==> src/rtl/uart_pkg.sv <==
`default_nettype none
// ============================================================================
// Module   : uart_pkg
// Purpose  : Shared receiver FSM state type and default line parameters.
// Revision : 1.0
// ============================================================================
package uart_pkg;

  typedef enum logic [2:0] {
    IDLE      = 3'd0,
    START     = 3'd1,
    DATA      = 3'd2,
    STOP      = 3'd3,
    WAIT_HIGH = 3'd4
  } rx_state_t;

  localparam int DEFAULT_FREQ = 27000000;
  localparam int DEFAULT_BAUD = 115200;
  localparam int CNT_W        = 24;

endpackage
`default_nettype wire

==> src/rtl/sync_2ff.sv <==
`default_nettype none
// ============================================================================
// Module   : sync_2ff
// Purpose  : Two-flop synchronizer for a single asynchronous bit.
// Revision : 1.0
// ============================================================================
module sync_2ff #(
  parameter logic RESET_VAL = 1'b1
) (
  input  logic clk_i,
  input  logic rst_i,
  input  logic i_d,
  output logic o_q
);

  logic r_meta;
  logic r_sync;

  always_ff @(posedge clk_i or posedge rst_i) begin
    if (rst_i) begin
      r_meta <= RESET_VAL;
      r_sync <= RESET_VAL;
    end else begin
      r_meta <= i_d;
      r_sync <= r_meta;
    end
  end

  assign o_q = r_sync;

endmodule
`default_nettype wire

==> src/rtl/uart_rx.sv <==
`default_nettype none
// ============================================================================
// Module   : uart_rx
// Purpose  : 8N1 UART receiver, mid-bit sampling, framing-error detection.
// Revision : 1.0
// ============================================================================
module uart_rx
  import uart_pkg::*;
#(
  parameter int FREQ = DEFAULT_FREQ,
  parameter int BAUD = DEFAULT_BAUD
) (
  input  logic       clk_i,
  input  logic       rst_i,
  input  logic       uart_rx_i,
  output logic [7:0] data_o,
  output logic       valid_o,
  output logic       frame_err_o,
  output logic       busy_o
);

  localparam int CLKS_PER_BIT = FREQ / BAUD;
  localparam int HALF_BIT     = CLKS_PER_BIT / 2;
  localparam logic [CNT_W-1:0] c_BIT_END  = CNT_W'(CLKS_PER_BIT - 1);
  localparam logic [CNT_W-1:0] c_HALF_END = CNT_W'(HALF_BIT - 1);

  logic             w_rx_s;
  rx_state_t        r_state;
  rx_state_t        w_state_nxt;
  logic [CNT_W-1:0] r_cnt;
  logic [2:0]       r_bit_idx;
  logic [7:0]       r_shift;
  logic [7:0]       r_data;
  logic             r_valid;
  logic             r_ferr;
  logic             w_half_hit;
  logic             w_bit_hit;
  logic             w_sample;
  logic             w_load;
  logic             w_err;

  sync_2ff #(.RESET_VAL(1'b1)) u_sync (
    .clk_i (clk_i),
    .rst_i (rst_i),
    .i_d   (uart_rx_i),
    .o_q   (w_rx_s)
  );

  assign w_half_hit = (r_cnt == c_HALF_END);
  assign w_bit_hit  = (r_cnt == c_BIT_END);

  always_ff @(posedge clk_i or posedge rst_i) begin
    if (rst_i) r_state <= IDLE;
    else       r_state <= w_state_nxt;
  end

  always_comb begin
    w_state_nxt = r_state;
    w_sample    = 1'b0;
    w_load      = 1'b0;
    w_err       = 1'b0;
    case (r_state)
      IDLE:      if (!w_rx_s) w_state_nxt = START;
      START:     if (w_half_hit) w_state_nxt = w_rx_s ? IDLE : DATA;
      DATA: begin
        if (w_bit_hit) begin
          w_sample = 1'b1;
          if (r_bit_idx == 3'd7) w_state_nxt = STOP;
        end
      end
      STOP: begin
        if (w_bit_hit) begin
          if (w_rx_s) begin
            w_load      = 1'b1;
            w_state_nxt = IDLE;
          end else begin
            w_err       = 1'b1;
            w_state_nxt = WAIT_HIGH;
          end
        end
      end
      WAIT_HIGH: if (w_rx_s) w_state_nxt = IDLE;
      default:   w_state_nxt = IDLE;
    endcase
  end

  // Counter restarts on every state change and at each data-bit boundary.
  always_ff @(posedge clk_i or posedge rst_i) begin
    if (rst_i) begin
      r_cnt     <= '0;
      r_bit_idx <= 3'd0;
      r_shift   <= 8'h00;
      r_data    <= 8'h00;
      r_valid   <= 1'b0;
      r_ferr    <= 1'b0;
    end else begin
      r_valid <= w_load;
      r_ferr  <= w_err;
      if ((w_state_nxt != r_state) || w_sample ||
          (r_state == IDLE) || (r_state == WAIT_HIGH))
        r_cnt <= '0;
      else
        r_cnt <= r_cnt + 1'b1;
      if (r_state == START)
        r_bit_idx <= 3'd0;
      else if (w_sample)
        r_bit_idx <= r_bit_idx + 3'd1;
      if (w_sample) r_shift <= {w_rx_s, r_shift[7:1]};
      if (w_load)   r_data  <= r_shift;
    end
  end

  assign data_o      = r_data;
  assign valid_o     = r_valid;
  assign frame_err_o = r_ferr;
  assign busy_o      = (r_state != IDLE);

endmodule
`default_nettype wire

==> config.mk <==
export PLATFORM = sky130hd
export DESIGN_NAME = uart_rx
export DESIGN_NICKNAME = d
export VERILOG_FILES = /design/src/rtl/uart_pkg.sv /design/src/rtl/sync_2ff.sv /design/src/rtl/uart_rx.sv
export SDC_FILE = /design/constraint.sdc
export NUM_CORES = 1
export LEC_CHECK = 0
export ABC_AREA = 1
export ABC_CLOCK_PERIOD_IN_PS = 5000
export BUFFER_PORTS_ARGS = -buffer_cell sky130_fd_sc_hd__buf_4
export CELL_PAD_IN_SITES_DETAIL_PLACEMENT = 1
export CELL_PAD_IN_SITES_GLOBAL_PLACEMENT = 1
export CORE_MARGIN = 2
export CORE_UTILIZATION = 50
export CTS_BUF_LIST = sky130_fd_sc_hd__clkbuf_4 sky130_fd_sc_hd__clkbuf_8 sky130_fd_sc_hd__clkbuf_16
export DETAILED_ROUTE_END_ITERATION = 10
export MAX_ROUTING_LAYER = met4
export PLACE_DENSITY_LB_ADDON = 0.1
export SYNTH_ARGS = -nofsm -noshare
export SYNTH_HDL_FRONTEND = slang
export SYNTH_SLANG_ARGS = --single-unit
export TNS_END_PERCENT = 100
==> constraint.sdc <==
create_clock -name clk_i -period 5 [get_ports clk_i]
set_input_delay 0.75 -clock clk_i [delete_from_list [all_inputs] [get_ports clk_i]]
set_output_delay 0.75 -clock clk_i [all_outputs]
set_load 0.01 [all_outputs]
# Word-level counts from Yosys, hierarchy flattened
# Cells that the tools add are included.
# totals
regBits	50
mem_bits_ro	0
out_inout_bits	11
wordCells	45
latchBits	0
memories	0
in_bits	3
ramBits	0
# op_classes
div_mod_pow	0
n_mul	0
mux	20
eq_ne	8
add_sub_neg	2
bitwise_logic	0
magnitude_cmp	0
shifts	0
n_reduce_logical	6
# op_table
operator	count
3-bit two-way mux	9
24-bit by 1-bit adder with 24-bit output, second input constant	1
24-bit by 7-bit equality test with 1-bit output, second input constant	1
24-bit by 8-bit equality test with 1-bit output, second input constant	1
24-bit two-way mux	1
3-bit one-hot mux with 5 select lines	1
1-bit two-way mux	8
3-bit by 2-bit equality test with 1-bit output, second input constant	2
3-bit equality test, second input constant	2
3-bit by 1-bit adder with 3-bit output, second input constant	1
3-bit by 1-bit equality test with 1-bit output, second input constant	1
3-bit zero test	1
1-bit logical OR	3
3-bit != test	1
3-bit nonzero test	1
2-bit two-way mux	1
2-bit nonzero test	1

# Depth between registers and ports, before layout
# Gate-level depths: netlist (run 1).
# logic_depth
word_depth	9
ltp_mapped	12
depth_no_buf	11

# By module
# From an unflattened synthesis (run 1), not the netlist that was laid out.
# hier_totals
cells_unflattened	325
area_unflattened_um2	2822.7
# modules_own_cells
module	seq_area_each_um2	area_each_um2	n_inst	cells_per_inst
uart_rx	1201.2	2766.4	1	322
sync_2ff	52.6	56.3	1	3

# Worst setup path before layout (run 1)
# OpenSTA, ideal clock, no wires.
# synth_path
path_type	register to register
from	register r_cnt[1]
to	register r_cnt[10]
arrival_time_ns	1.591
synth_period_minus_slack_ns	1.717
slack_ns	3.283
n_path_buf	1
stages_incl_launch_ff	13
setup_ns	0.126
required_time_ns	4.874
cell_sequence	dfrtp_1 -> inv_1 -> ha_1 -> inv_1 -> nor2_4 -> inv_2 -> nor2_4 -> nand3_2 -> nand2_2 -> nand2_2 -> a31oi_4 -> buf_6 -> nor3_2
# synth_between
elab_chain_len	8
word_cells_on_any_way	14
classes_between	1 x add/sub; 3 x eq/ne; 7 x mux; 3 x reduce/logical
# synth_lines
element	line_no	source
start: declaration	uart_rx.sv:30	logic [CNT_W-1:0] r_cnt;
start signal: assignment	uart_rx.sv:103	r_cnt <= r_cnt + 1'b1;
24-bit by 8-bit equality test with 1-bit output / 24-bit by 7-bit equality test with 1-bit output (equally long branches)	uart_rx.sv:50, uart_rx.sv:49	
3-bit two-way mux, on equally long branches	uart_rx.sv:72, uart_rx.sv:64, uart_rx.sv:66	
3-bit one-hot mux with 5 select lines	uart_rx.sv:62	case (r_state)
3-bit != test	uart_rx.sv:99	if ((w_state_nxt != r_state) || w_sample ||
1-bit logical OR (2 in a row)	uart_rx.sv:99	
1-bit logical OR	uart_rx.sv:100	(r_state == IDLE) || (r_state == WAIT_HIGH))
24-bit two-way mux (*)	uart_rx.sv:99	
# Every way passes the cells marked *; elsewhere a longest branch is shown, timed or not.
# A chain may end at the register's enable or synchronous reset.

# Worst setup path after layout (run 1)
# layout_path
from	register r_cnt[1]
to	register r_cnt[1]
# Same word-level chain as after synthesis.

==> metrics.yaml, run 1 <==
cts_tree: "built"
synth.distinct_cells: 29
die_y_um: 79.1
yosys-mux-area-fraction_pct: 0
cp_max_fo: 24
crit_path_start_kind: "flip-flop"
hold_start: "u_sync.r_meta"
ys.flop_type: "dfrtp_1"
slowest_stage: "a31oi_4"
postSynthCellCount: 324
dp_hpwl_mm: 4.63
layout-drive-gt1-share_pct: 23.0
rrSetupSlack_ns: 2.64
gr-total-overflow: 0
die_w_um: 79.1
period_needed_ns: 2.36
max-vdd-ir-drop_mv: 0.125
start_util_pct: 51.5
via_per_inst: 5.14
cts-root-buf: "clkbuf_8"
clock-sinks: 50
final_common_cell: "nand2_1"
maxCapViolCount: 0
avgSynthCellArea_um2: 8.70
fin_cells: 411
synth-seq-cells: 50
first_pass_iters: 4
grt_first_pass_wirelength_mm: 11.1
required_ns: 5.14
place_congestion: 0.840
port_buffers: 13
p_total_w: 0.000694
whs_path_depth: 0
synth_compound_area_share_pct: 6.30
hold_path_end: "u_sync.o_q"
cts_buffer_depth: 2
setup_viol: 0
crit_chain: "inv_1 -> ha_1 -> inv_1 -> nor2_4 -> inv_2 -> nor2_4 -> nand3_2 -> nand2_2 -> nand2_2 -> a31oi_4 -> nor3_1"
timing.rr.end: "r_cnt[1]"
path_class: "reg2reg"
p_leak_nw: 1.34
drt_iter0_markers: 78
synth_top_area_share_pct: 42.6
grt_antenna_before_repair: 0
worstRegToRegCells: 11
yosysSeqAreaShare_pct: 44.5
status: "finished clean"
synth_area_um2: 2820
routedWlPerCell_um: 15.1
synth-xor-area-share_pct: 5.28
yosys_warnings: 0
synth_top_family_by_area: "simple AND/OR/NAND/NOR gates"
htree_levels: 2
worst_slack_ns: 2.64
coreArea_um2: 5470
wirelength_mm: 6.20
synth-simple-area-share_pct: 33.0
skew_ns: 0.00896
rows: 27
synth_edf_count: 0
cts-buffers-inserted: 5
place_inst: 403
rsz0062_at_grt: "false"
drc: 0
fin_crit_sh_pct: 47.2
fillers: 681
drtAntennaViolNets: 0
cts_setup_buffers: 0
mostFrequentLayoutCells: "64 x nand2_1, 48 x dfrtp_1, 38 x inv_1"
path_clk_slew_ns: 0.09
cts_resized: 0
fmax_mhz: 423
relSlewSlack_pct: 30.7
worst_pin_slew_ns: 1.04
synthAdderAreaFrac_pct: 2.22
grt_pass1_vias: 2296
slew_violations: 0
r2r_start: "r_cnt[1]"
slowest_delay_ns: 0.78
area_delta_synth_final_pct: 7.77
hold_viol: 0
p_per_area_nw_per_um2: 228
ys_async_sr_fraction_pct: 100
tns_ns: 0
ioPinCount: 14
synth_area_leaders: "dfrtp_1 43%, nand2_1 8.5%, nor3_2 7.8%"
place_ws_ns: 2.63
nNetsFinal: 346
die-area_um2: 6250
clkLatencyLatePin_ns: 0.30
ctsHoldBuffers: 0
synth_top_area_cell: "dfrtp_1"
crit_path_end_kind: "flip-flop"
worstPathArrival_ns: 2.50
grt_max_degree: 51
insertedDiodeCount: 0
num_vias: 2113
fin_util_pct: 55.5
syn_nets: 332
hp-class: "reg2reg"
grt.total_usage_pct: 23.3
## how the worst max path moves through the flow
stage / start / to / slack (ns)
2_1_floorplan: rst_i / data_o[0] / 3.05
3_3_place_gp: r_cnt[1] / r_cnt[0] / 2.76
3_5_place_dp: r_cnt[1] / r_cnt[1] / 2.63
4_1_cts: r_cnt[1] / r_cnt[1] / 2.60
5_1_grt: r_cnt[1] / r_cnt[1] / 2.40
6_report: r_cnt[1] / r_cnt[1] / 2.64
## routing by layer
metal,GRT usage (%),wire [µm],share of wire [%],vias to the layer above
met1,28.9,2800,45,1046
li1,-,-,-,1048
met3,3.41,98,1.6,2
met4,5.17,28,0.45,0
met5,-,0,0,-
met2,40.5,3270,53,17
## cells in the mapped netlist, drive strengths merged, types with 4 or more instances
cell	count
nor2	44
o21ai	22
nand4	6
nand2	73
ha	5
xnor2	8
nor3	35
nand3	15
a21oi	4
buf	5
inv	45
dfrtp	48
xor2	9
## final cells by class
cell class                      count  area, µm²  area share (%)
Inverter                           45        169            5.56
Tap cell                           72       90.1            2.97
Clock inverter                      3       40.0            1.32
Multi-Input combinational cell    223       1320            43.4
Sequential cell                    50       1250            41.3
Timing Repair Buffer               13       97.6            3.21
Clock buffer                        5       68.8            2.27
## cells by family (layout without fill, tap and decap cells)
logic type,Yosys count,after routing
flops,50,50
fa+ha+maj,5,5
simple gates,174,174
compound gates,27,27
xor+xnor,17,17
buf+inv,51,66
## stage by stage
step / instance area [µm²] / hold slack, ns
final: 3040 / 0.360
after global routing: 3040 / 0.369
after CTS: 3040 / 0.360
after detailed placement: 2930 / 0.347
after global placement: 2930 / 0.346
after floorplan: 2820 / 0.345
## report_power, final
part	internal, W	leakage, nW	switching [W]
Clock	0.000147	0.0579	0.000130
Combinational	0.00000120	0.606	0.00000861
Sequential	0.000405	0.677	0.000000538
Total	0.000554	1.34	0.000140
## state kept, by name, summed over array words and instances, names as in the netlist
register and flops:
frame_err_o 1, u_sync.r_meta 1, valid_o 1, data_o 8, r_bit_idx 3, r_shift 8
r_cnt 24, u_sync.o_q 1, r_state 3
## worst max-delay path, delay by kind of cell, from the launching register on
kind,cells,cell delay [ns]
adders and majority gates,1,0.14
AOI/OAI and AO/OA,1,0.78
buffers and inverters,3,0.21
and+or+nand+nor,6,0.64
DFF,1,0.43
Note: power is estimated with default switching activity, not from simulation.
==> run 2, diff against run 1 <==
--- a/config.mk
+++ b/config.mk
@@ -6,12 +6,12 @@
 export NUM_CORES = 1
 export LEC_CHECK = 0
 export ABC_AREA = 1
-export ABC_CLOCK_PERIOD_IN_PS = 5000
+export ABC_CLOCK_PERIOD_IN_PS = 2200
 export BUFFER_PORTS_ARGS = -buffer_cell sky130_fd_sc_hd__buf_4
 export CELL_PAD_IN_SITES_DETAIL_PLACEMENT = 1
 export CELL_PAD_IN_SITES_GLOBAL_PLACEMENT = 1
 export CORE_MARGIN = 2
-export CORE_UTILIZATION = 50
+export CORE_UTILIZATION = 47
 export CTS_BUF_LIST = sky130_fd_sc_hd__clkbuf_4 sky130_fd_sc_hd__clkbuf_8 sky130_fd_sc_hd__clkbuf_16
 export DETAILED_ROUTE_END_ITERATION = 10
 export MAX_ROUTING_LAYER = met4
==> constraint.sdc (replaced) <==
create_clock -name clk_i -period 2.2 [get_ports clk_i]
set_input_delay 0.33 -clock clk_i [delete_from_list [all_inputs] [get_ports clk_i]]
set_output_delay 0.33 -clock clk_i [all_outputs]
set_load 0.01 [all_outputs]
==> run 2 against run 1 <==
  * Combinational power grew to 2.6 times the previous value
  * Clock skew decreased by 0.0029 ns
  * Clock power rose by 140%
  * Critical endpoint unchanged
==> metrics.yaml, run 2 (synthesized netlist as in run 1, its figures left out) <==
status: "finished clean"
slew_violations: 0
hold_viol: 0
cp_max_fo: 12
grt.total_usage_pct: 21.6
insertedDiodeCount: 0
crit_path_start_kind: "flip-flop"
cts_tree: "built"
relSlewSlack_pct: 64.9
fmax_mhz: 502
setup_viol: 0
cts_buffer_depth: 2
tns_ns: 0
mostFrequentLayoutCells: "64 x nand2_1, 48 x dfrtp_1, 38 x inv_1"
clkLatencyLatePin_ns: 0.31
die_w_um: 81.4
ioPinCount: 14
grt_max_degree: 25
gr-total-overflow: 0
routedWlPerCell_um: 15.4
place_congestion: 0.865
hp-class: "in2async"
layout-drive-gt1-share_pct: 25.1
dp_hpwl_mm: 4.71
path_clk_slew_ns: 0.10
grt_pass1_vias: 2314
grt_first_pass_wirelength_mm: 10.7
largest_reg_flops: 24
die-area_um2: 6630
grt_antenna_before_repair: 0
place_ws_ns: 0.220
num_vias: 2161
crit_path_end_kind: "flip-flop"
max-vdd-ir-drop_mv: 0.365
fillers: 704
drc: 0
coreArea_um2: 5850
start_util_pct: 48.2
period_needed_ns: 1.99
cts-buffers-inserted: 5
drtAntennaViolNets: 0
first_pass_iters: 4
skew_ns: 0.00608
path_class: "reg2reg"
fin_crit_sh_pct: 90.6
wirelength_mm: 6.52
largest-register: "r_cnt"
rows: 28
rsz0062_at_grt: "false"
worstRegToRegCells: 11
htree_levels: 2
die_y_um: 81.4
required_ns: 2.39
ctsHoldBuffers: 0
drt_iter0_markers: 60
worst_slack_ns: 0.207
cts-root-buf: "clkbuf_8"
nNetsFinal: 354
worstPathArrival_ns: 2.18
p_per_area_nw_per_um2: 517
final_common_cell: "nand2_1"
maxCapViolCount: 0
clock-sinks: 50
port_buffers: 13
area_delta_synth_final_pct: 10.9
worst_pin_slew_ns: 0.526
via_per_inst: 5.12
p_leak_nw: 1.38
==> run 2: cell count changes in the layout (fill, tap and decap cells not counted) <==
cell        delta
clkinv_2       -2
o21ai_2        +1
o21ai_1        -1
buf_4          +5
nand2_4        +1
clkinvlp_4     +2
buf_12         +1
nand2_2        +1
==> run 2: layout make-up <==
| type | count | area (µm²) | area share (%) |
|---|---|---|---|
| clock buffer | 5 | 68.8 | 2.20 |
| clock inverter | 3 | 45.0 | 1.44 |
| inverter | 45 | 169 | 5.40 |
| multi-input combinational | 225 | 1340 | 42.9 |
| sequential | 50 | 1250 | 40.1 |
| tap | 75 | 93.8 | 3.00 |
| timing repair buffer | 19 | 155 | 4.96 |
==> run 2: path summary, 6_finish.rpt <==
kind,from,to,slack (ns)
setup / recovery,r_cnt[1],r_cnt[1],0.21
hold / removal,rst_i,r_cnt[3],0.05
setup reg to reg,r_cnt[1],r_cnt[1],0.21
hold reg to reg,u_sync.r_meta,u_sync.o_q,0.36
max in group asynchronous,rst_i,r_cnt[17],1.54
min in group clk_i,uart_rx_i,u_sync.r_meta,0.13
==> run 2: power breakdown <==
part | internal [W] | leakage (nW) | switching, W
clock | 0.000339 | 0.0504 | 0.000330
sequential | 0.000922 | 0.677 | 0.00000116
combinational | 0.00000510 | 0.654 | 0.0000208
total | 0.00127 | 1.38 | 0.000352
==> run 2: metal layers <==
layer | share of wire [%] | global-route usage [%]
met1 | 45 | 25.2
met3 | 1.9 | 3.74
met2 | 52 | 39.1
met4 | 0.87 | 4.58
met5 | 0 | -
==> run 2: stage by stage <==
| stage | area, µm² | hold slack (ns) | power, W | util [%] | instances |
|---|---|---|---|---|---|
| 2_1_floorplan | 2820 | 0.334 | 0.000956 | - | 324 |
| 3_3_place_gp | 2990 | 0.348 | 0.000968 | 51.1 | 412 |
| 3_5_place_dp | 2990 | 0.348 | 0.000969 | 51.1 | 412 |
| 4_1_cts | 3100 | 0.0813 | 0.00163 | 53.1 | 420 |
| 5_1_grt | 3130 | 0.0955 | 0.00167 | 53.4 | 422 |
| 6_report | 3130 | 0.0519 | 0.00162 | 53.4 | 422 |
==> run 2: repair_timing <==
item                       4_1_cts  5_1_grt
buffers inserted                 0        0
resized for setup                0        2
setup endpoints to repair        0       21
==> run 2: critical path: stages, from the launching register on <==
cell	delay [ns]
dfrtp_1	0.42
inv_1	0.09
ha_1	0.14
inv_1	0.06
nor2_4	0.12
inv_2	0.05
nor2_4	0.13
nand3_1	0.07
o21ai_0	0.27
o21ai_2	0.21
nand2_4	0.25
nor3_1	0.09
